[src/rtl/conv_pool_unit.sv]
// Window consumer: sequential KxK MAC convolution or 2x2 signed max pool, one pixel per window.
// Optional macro CONV_POOL_RELU_EN clamps negative results to zero in both modes.
module conv_pool_unit #(
  parameter int DATA_W = 16,
  parameter int FRAC_W = 8,
  parameter int K      = 5,
  parameter int ACC_W  = 40
) (
  input  logic                  clk,
  input  logic                  rst,
  input  logic                  pooling,
  input  logic                  filter_load,
  input  logic [K*K*DATA_W-1:0] filter_in,
  input  logic                  window_valid,
  input  logic [K*K*DATA_W-1:0] window_in,
  output logic                  next,
  output logic                  result_valid,
  output logic [DATA_W-1:0]     result,
  output logic                  busy
);

  localparam int TAPS  = K * K;
  localparam int TAP_W = $clog2(TAPS);
  localparam int PRD_W = 2 * DATA_W;
  localparam logic [TAP_W-1:0] TAP_LAST = TAP_W'(TAPS - 1);
  localparam logic [TAP_W-1:0] TAP_ONE  = TAP_W'(1);
  localparam logic signed [ACC_W-1:0] ACC_MAX = {{(ACC_W-DATA_W+1){1'b0}}, {(DATA_W-1){1'b1}}};
  localparam logic signed [ACC_W-1:0] ACC_MIN = {{(ACC_W-DATA_W+1){1'b1}}, {(DATA_W-1){1'b0}}};

  typedef enum logic [1:0] {IDLE = 2'd0, MAC = 2'd1, POOL = 2'd2, DONE = 2'd3} state_e;

  state_e                    state_q, state_d;
  logic [TAP_W-1:0]          tap_q, tap_d;
  logic signed [ACC_W-1:0]   acc_q, acc_d;
  logic signed [DATA_W-1:0]  result_q, result_d;
  logic signed [DATA_W-1:0]  win_q  [TAPS];
  logic signed [DATA_W-1:0]  filt_q [TAPS];
  logic signed [PRD_W-1:0]   prod_s;
  logic signed [ACC_W-1:0]   prod_ext_s;
  logic signed [DATA_W-1:0]  pool_max_s;

  // Arithmetic shift floors toward -inf; out-of-range values clamp to the signed pixel limits.
  function automatic logic signed [DATA_W-1:0] scale_sat(input logic signed [ACC_W-1:0] a);
    logic signed [ACC_W-1:0] s;
    s = a >>> FRAC_W;
    if (s > ACC_MAX) begin
      return {1'b0, {(DATA_W-1){1'b1}}};
    end else if (s < ACC_MIN) begin
      return {1'b1, {(DATA_W-1){1'b0}}};
    end else begin
      return s[DATA_W-1:0];
    end
  endfunction

  function automatic logic signed [DATA_W-1:0] relu(input logic signed [DATA_W-1:0] v);
`ifdef CONV_POOL_RELU_EN
    return v[DATA_W-1] ? {DATA_W{1'b0}} : v;
`else
    return v;
`endif
  endfunction

  function automatic logic signed [DATA_W-1:0] smax(input logic signed [DATA_W-1:0] a,
                                                    input logic signed [DATA_W-1:0] b);
    return (a > b) ? a : b;
  endfunction

  assign prod_s     = win_q[tap_q] * filt_q[tap_q];
  assign prod_ext_s = {{(ACC_W-PRD_W){prod_s[PRD_W-1]}}, prod_s};
  assign pool_max_s = smax(smax(win_q[0], win_q[1]), smax(win_q[K], win_q[K+1]));

  assign next         = (state_q == IDLE) & ~rst;
  assign result_valid = (state_q == DONE);
  assign result       = result_q;
  assign busy         = (state_q != IDLE) | (window_valid & next);

  // Next-state, tap sequencing, accumulation and result formation.
  always_comb begin
    state_d  = state_q;
    tap_d    = tap_q;
    acc_d    = acc_q;
    result_d = result_q;
    case (state_q)
      IDLE: begin
        if (window_valid) begin
          if (pooling) begin
            state_d = POOL;
          end else begin
            state_d = MAC;
            tap_d   = {TAP_W{1'b0}};
            acc_d   = {ACC_W{1'b0}};
          end
        end else begin
          state_d = IDLE;
        end
      end
      MAC: begin
        acc_d = acc_q + prod_ext_s;
        if (tap_q == TAP_LAST) begin
          state_d  = DONE;
          result_d = relu(scale_sat(acc_d));
        end else begin
          tap_d = tap_q + TAP_ONE;
        end
      end
      POOL: begin
        result_d = relu(pool_max_s);
        state_d  = DONE;
      end
      DONE: begin
        state_d = IDLE;
      end
      default: begin
        state_d = IDLE;
      end
    endcase
  end

  // Control and datapath registers.
  always_ff @(posedge clk) begin
    if (rst) begin
      state_q  <= IDLE;
      tap_q    <= {TAP_W{1'b0}};
      acc_q    <= {ACC_W{1'b0}};
      result_q <= {DATA_W{1'b0}};
    end else begin
      state_q  <= state_d;
      tap_q    <= tap_d;
      acc_q    <= acc_d;
      result_q <= result_d;
    end
  end

  // Filter and window capture happen only in IDLE, so an in-flight window sees stable operands.
  always_ff @(posedge clk) begin
    if (rst) begin
      for (int i = 0; i < TAPS; i++) begin
        win_q[i]  <= {DATA_W{1'b0}};
        filt_q[i] <= {DATA_W{1'b0}};
      end
    end else if (state_q == IDLE) begin
      for (int i = 0; i < TAPS; i++) begin
        if (filter_load) begin
          filt_q[i] <= filter_in[i*DATA_W +: DATA_W];
        end
        if (window_valid) begin
          win_q[i] <= window_in[i*DATA_W +: DATA_W];
        end
      end
    end
  end

endmodule

[config.mk]
export PLATFORM = sky130hd
export DESIGN_NAME = conv_pool_unit
export DESIGN_NICKNAME = d
export VERILOG_FILES = /design/src/rtl/conv_pool_unit.sv
export SDC_FILE = /design/constraint.sdc
export NUM_CORES = 2
export LEC_CHECK = 0
export BUFFER_PORTS_ARGS = -buffer_cell sky130_fd_sc_hd__buf_2
export CELL_PAD_IN_SITES_DETAIL_PLACEMENT = 1
export CELL_PAD_IN_SITES_GLOBAL_PLACEMENT = 2
export CORE_MARGIN = 2
export CORE_UTILIZATION = 40
export DETAILED_ROUTE_END_ITERATION = 10
export GPL_TIMING_DRIVEN = 0
export HOLD_SLACK_MARGIN = 0.08
export PLACE_DENSITY_LB_ADDON = 0.1
export SETUP_SLACK_MARGIN = 0.02
export SLEW_MARGIN = 10
export SYNTH_ARGS = -nofsm -noshare
export SYNTH_HDL_FRONTEND = slang
export SYNTH_SLANG_ARGS = --single-unit
[constraint.sdc]
create_clock -name clk -period 27.9 [get_ports clk]
set_clock_uncertainty 0.15 [all_clocks]
set_input_delay 1.395 -clock clk [delete_from_list [all_inputs] [get_ports clk]]
set_output_delay 1.395 -clock clk [all_outputs]
set_load 0.005 [all_outputs]
==> flow_summary_export.csv <==
group,metric,value,unit
status,status,"completed",
grt,grt_overflow,0,
worst_setup_path,cp_common_cell,"fa_1",
synth,synth_cells,4154,
worst_setup_path,cp_data_required_time,28.38,ns
detailed_routing,vias_per_cell,5.50,
synth,synth_area,52900,um2
synth,synthFlopType,"edfxtp_1",
cts,post_cts_buffers,0,
worst_setup_path,slowest_delay,1.08,ns
sta,relSlewSlack,0.0825,
detailed_routing,wl_per_cell,31.4,um
flow_run,maxCapViolations,0,
sta,fin_tns_setup,0,ns
cts,clockRootBuffer,"clkbuf_16",
detailed_routing,drc,0,
synth,synth_warnings,0,
worst_setup_path,cp_data_arrival_time,14.02,ns
floorplanning,start_util,0.403,
sta,fin_crit_sh,0.485,
grt,antenna_found_initial,157,
cts,worstSkewPairLatency,0.75,ns
worst_setup_path,crit_path_end_kind,"flop",
detailed_routing,drt_iter0_drc,3706,
sta,max_freq,73.9,MHz
synth,ys_seq_elements,868,
synth,yosys.cell_types.count,76,
place,hpwl,181,mm
cts,cts_buffer_depth,3,
floorplanning,die-area,135000,um2
sta,hold_slack,0.315,ns
grt,grt_pass1_wl,303,mm
floorplanning,boundaryPins,824,
worst_setup_path,start_kind,"flop",
synth,syn_nets,5459,
floorplanning,core,131000,um2
synth,seq_area_frac_synth,0.480,
cts,clk_pin_slew,0.06,ns
place,placement.io_buffers,823,
synth,syn_avg_cell_area,12.7,um2
synth,synthArstFlopShare,0,
floorplanning,die_y,368,um
worst_hold_path,hold_class,"reg -> reg",
detailed_routing,wl,221,mm
sta,fin_crit,13.54,ns
sta,finalHoldViolations,0,
detailed_routing,vias,38600,
grt,grt_pass1_vias,40200,
sta,maxSlewViolCount,0,
final_layout,nets,6397,
final_layout,layout-area-overhead-vs-synth,19.0,%
detailed_routing,final_antenna_net_count,0,
worst_setup_path,worstSetupPathType,"reg -> reg",
grt,grt_use_total,0.322,
synth,ys_top_cells_by_count,"edfxtp_1, inv_1, fa_1",
sta,grt_setup_unrepaired,"false",
cts,cts_buffers,99,
floorplanning,row_count,133,
cts,cts_resized,0,
cts,ctsHoldBuffers,0,
synth,yosys-top-cells-area,"edfxtp_1, fa_1, mux4_2, ha_1, and3_1",
synth,yosys.area.top_type,"edfxtp_1",
sta,setup_violations,0,
worst_setup_path,cp_slowest_cell,"clkbuf_1",
final_layout,fill_cells,14000,
floorplanning,die_width,368,um
grt,grt_max_degree,71,
cts,cts_num_sinks,868,
cts,htree_levels,3,
synth,synth-edff-count,800,
final_layout,drive_above_1_share,0.242,
cts,cts_tree,"built",
synth,synth_most_common_cell,"edfxtp_1",
place,place_congestion,0.921,
detailed_routing,first_pass_iters,5,
synth,synth_top_area_frac,0.454,
sta,worstMarginPinSlew,1.38,ns
worst_setup_path,crit_path_max_fanout,10,
==> critical path, delay by kind of cell (launching register included) <==
family                     cells  cell delay, ns
muxes                          1            0.69
buffers and inverters         10            4.02
DFF                            1            0.50
and+or+nand+nor                4            1.18
adders and majority gates      7            3.51
AOI/OAI and AO/OA              9            3.33
==> metal layers <==
metal,up-vias,share of wire,GRT usage
li1,16600,-,-
met1,19900,0.40,0.411
met2,1585,0.48,0.525
met3,412,0.078,0.0727
met4,58,0.043,0.140
met5,-,0.0015,0
==> layout make-up <==
cell class	count	area, um2	share of cell area
tap	1755	2200	0.0349
buffer	254	1020	0.0162
inverter	467	1760	0.0279
multi-input combinational	2565	24800	0.394
sequential	868	25400	0.403
timing repair buffer	837	4480	0.0712
clock inverter	53	460	0.00732
clock buffer	128	2640	0.0419
antenna	88	220	0.00350
==> cell usage in the layout, fill, tap and decap left out, types with 24 or more instances in the layout <==
cell       synthesis  layout
nor2_1           229     228
mux4_2           190     190
nand2b_1          41      40
ha_1             170     170
dfxtp_1           68      68
nor2b_1          267     267
a211oi_1          58      58
mux2i_1           83      83
nand4_1           24      24
and3_1           297     297
a21oi_1           84      83
and2_1           294     294
o21ai_0           48      48
inv_1            466     466
clkbuf_16          0     100
clkbuf_1         213     235
a21o_1            25      24
diode_2            0      88
edfxtp_1         800     800
buf_2             26     850
a22oi_1           29      29
fa_1             330     330
nand2_1          146     146
==> through the flow <==
stage / std cells / utilization / setup slack, ns / area, um2
2_1_floorplan: 4154 / - / 14.95 / 52900
4_1_cts: 6927 / 0.477 / 14.45 / 62700
6_report: 7015 / 0.479 / 14.36 / 62900
3_5_place_dp: 6746 / 0.454 / 14.56 / 59600
5_1_grt: 6989 / 0.478 / 13.93 / 62900
3_3_place_gp: 6732 / 0.451 / 8.83 / 59200
==> logic make-up after synthesis <==
logic type | count (synthesis) | synth area share
flip-flops | 868 | 0.480
AND/OR/NAND/NOR | 1360 | 0.143
multiplexers | 305 | 0.106
AO/OA/AOI/OAI | 365 | 0.0479
buffers and inverters | 721 | 0.0524
adder cells (fa/ha/maj) | 500 | 0.165
XOR/XNOR | 35 | 0.00629
==> sequential cells by signal, indices dropped and copies added (netlist names), named ones only <==
| register | count |
|---|---|
| result | 16 |
| filt_q | 400 |
| tap_q | 5 |
| acc_q | 40 |
| state_q | 2 |
| win_q | 400 |
==> worst paths after layout <==
check                           startpoint          to  slack (ns)  cells past startpoint
worst min register to register    acc_q[1]    acc_q[1]        0.31                      2
worst max-delay path                  flop  result[13]       14.36                     31
worst max register to register        flop  result[13]       14.36                     31
worst min-delay path              acc_q[1]    acc_q[1]        0.31                      2
Power is left out: the tool's default activity adds up to more than one toggle a clock period on the data nets, which glitch-free logic cannot reach.
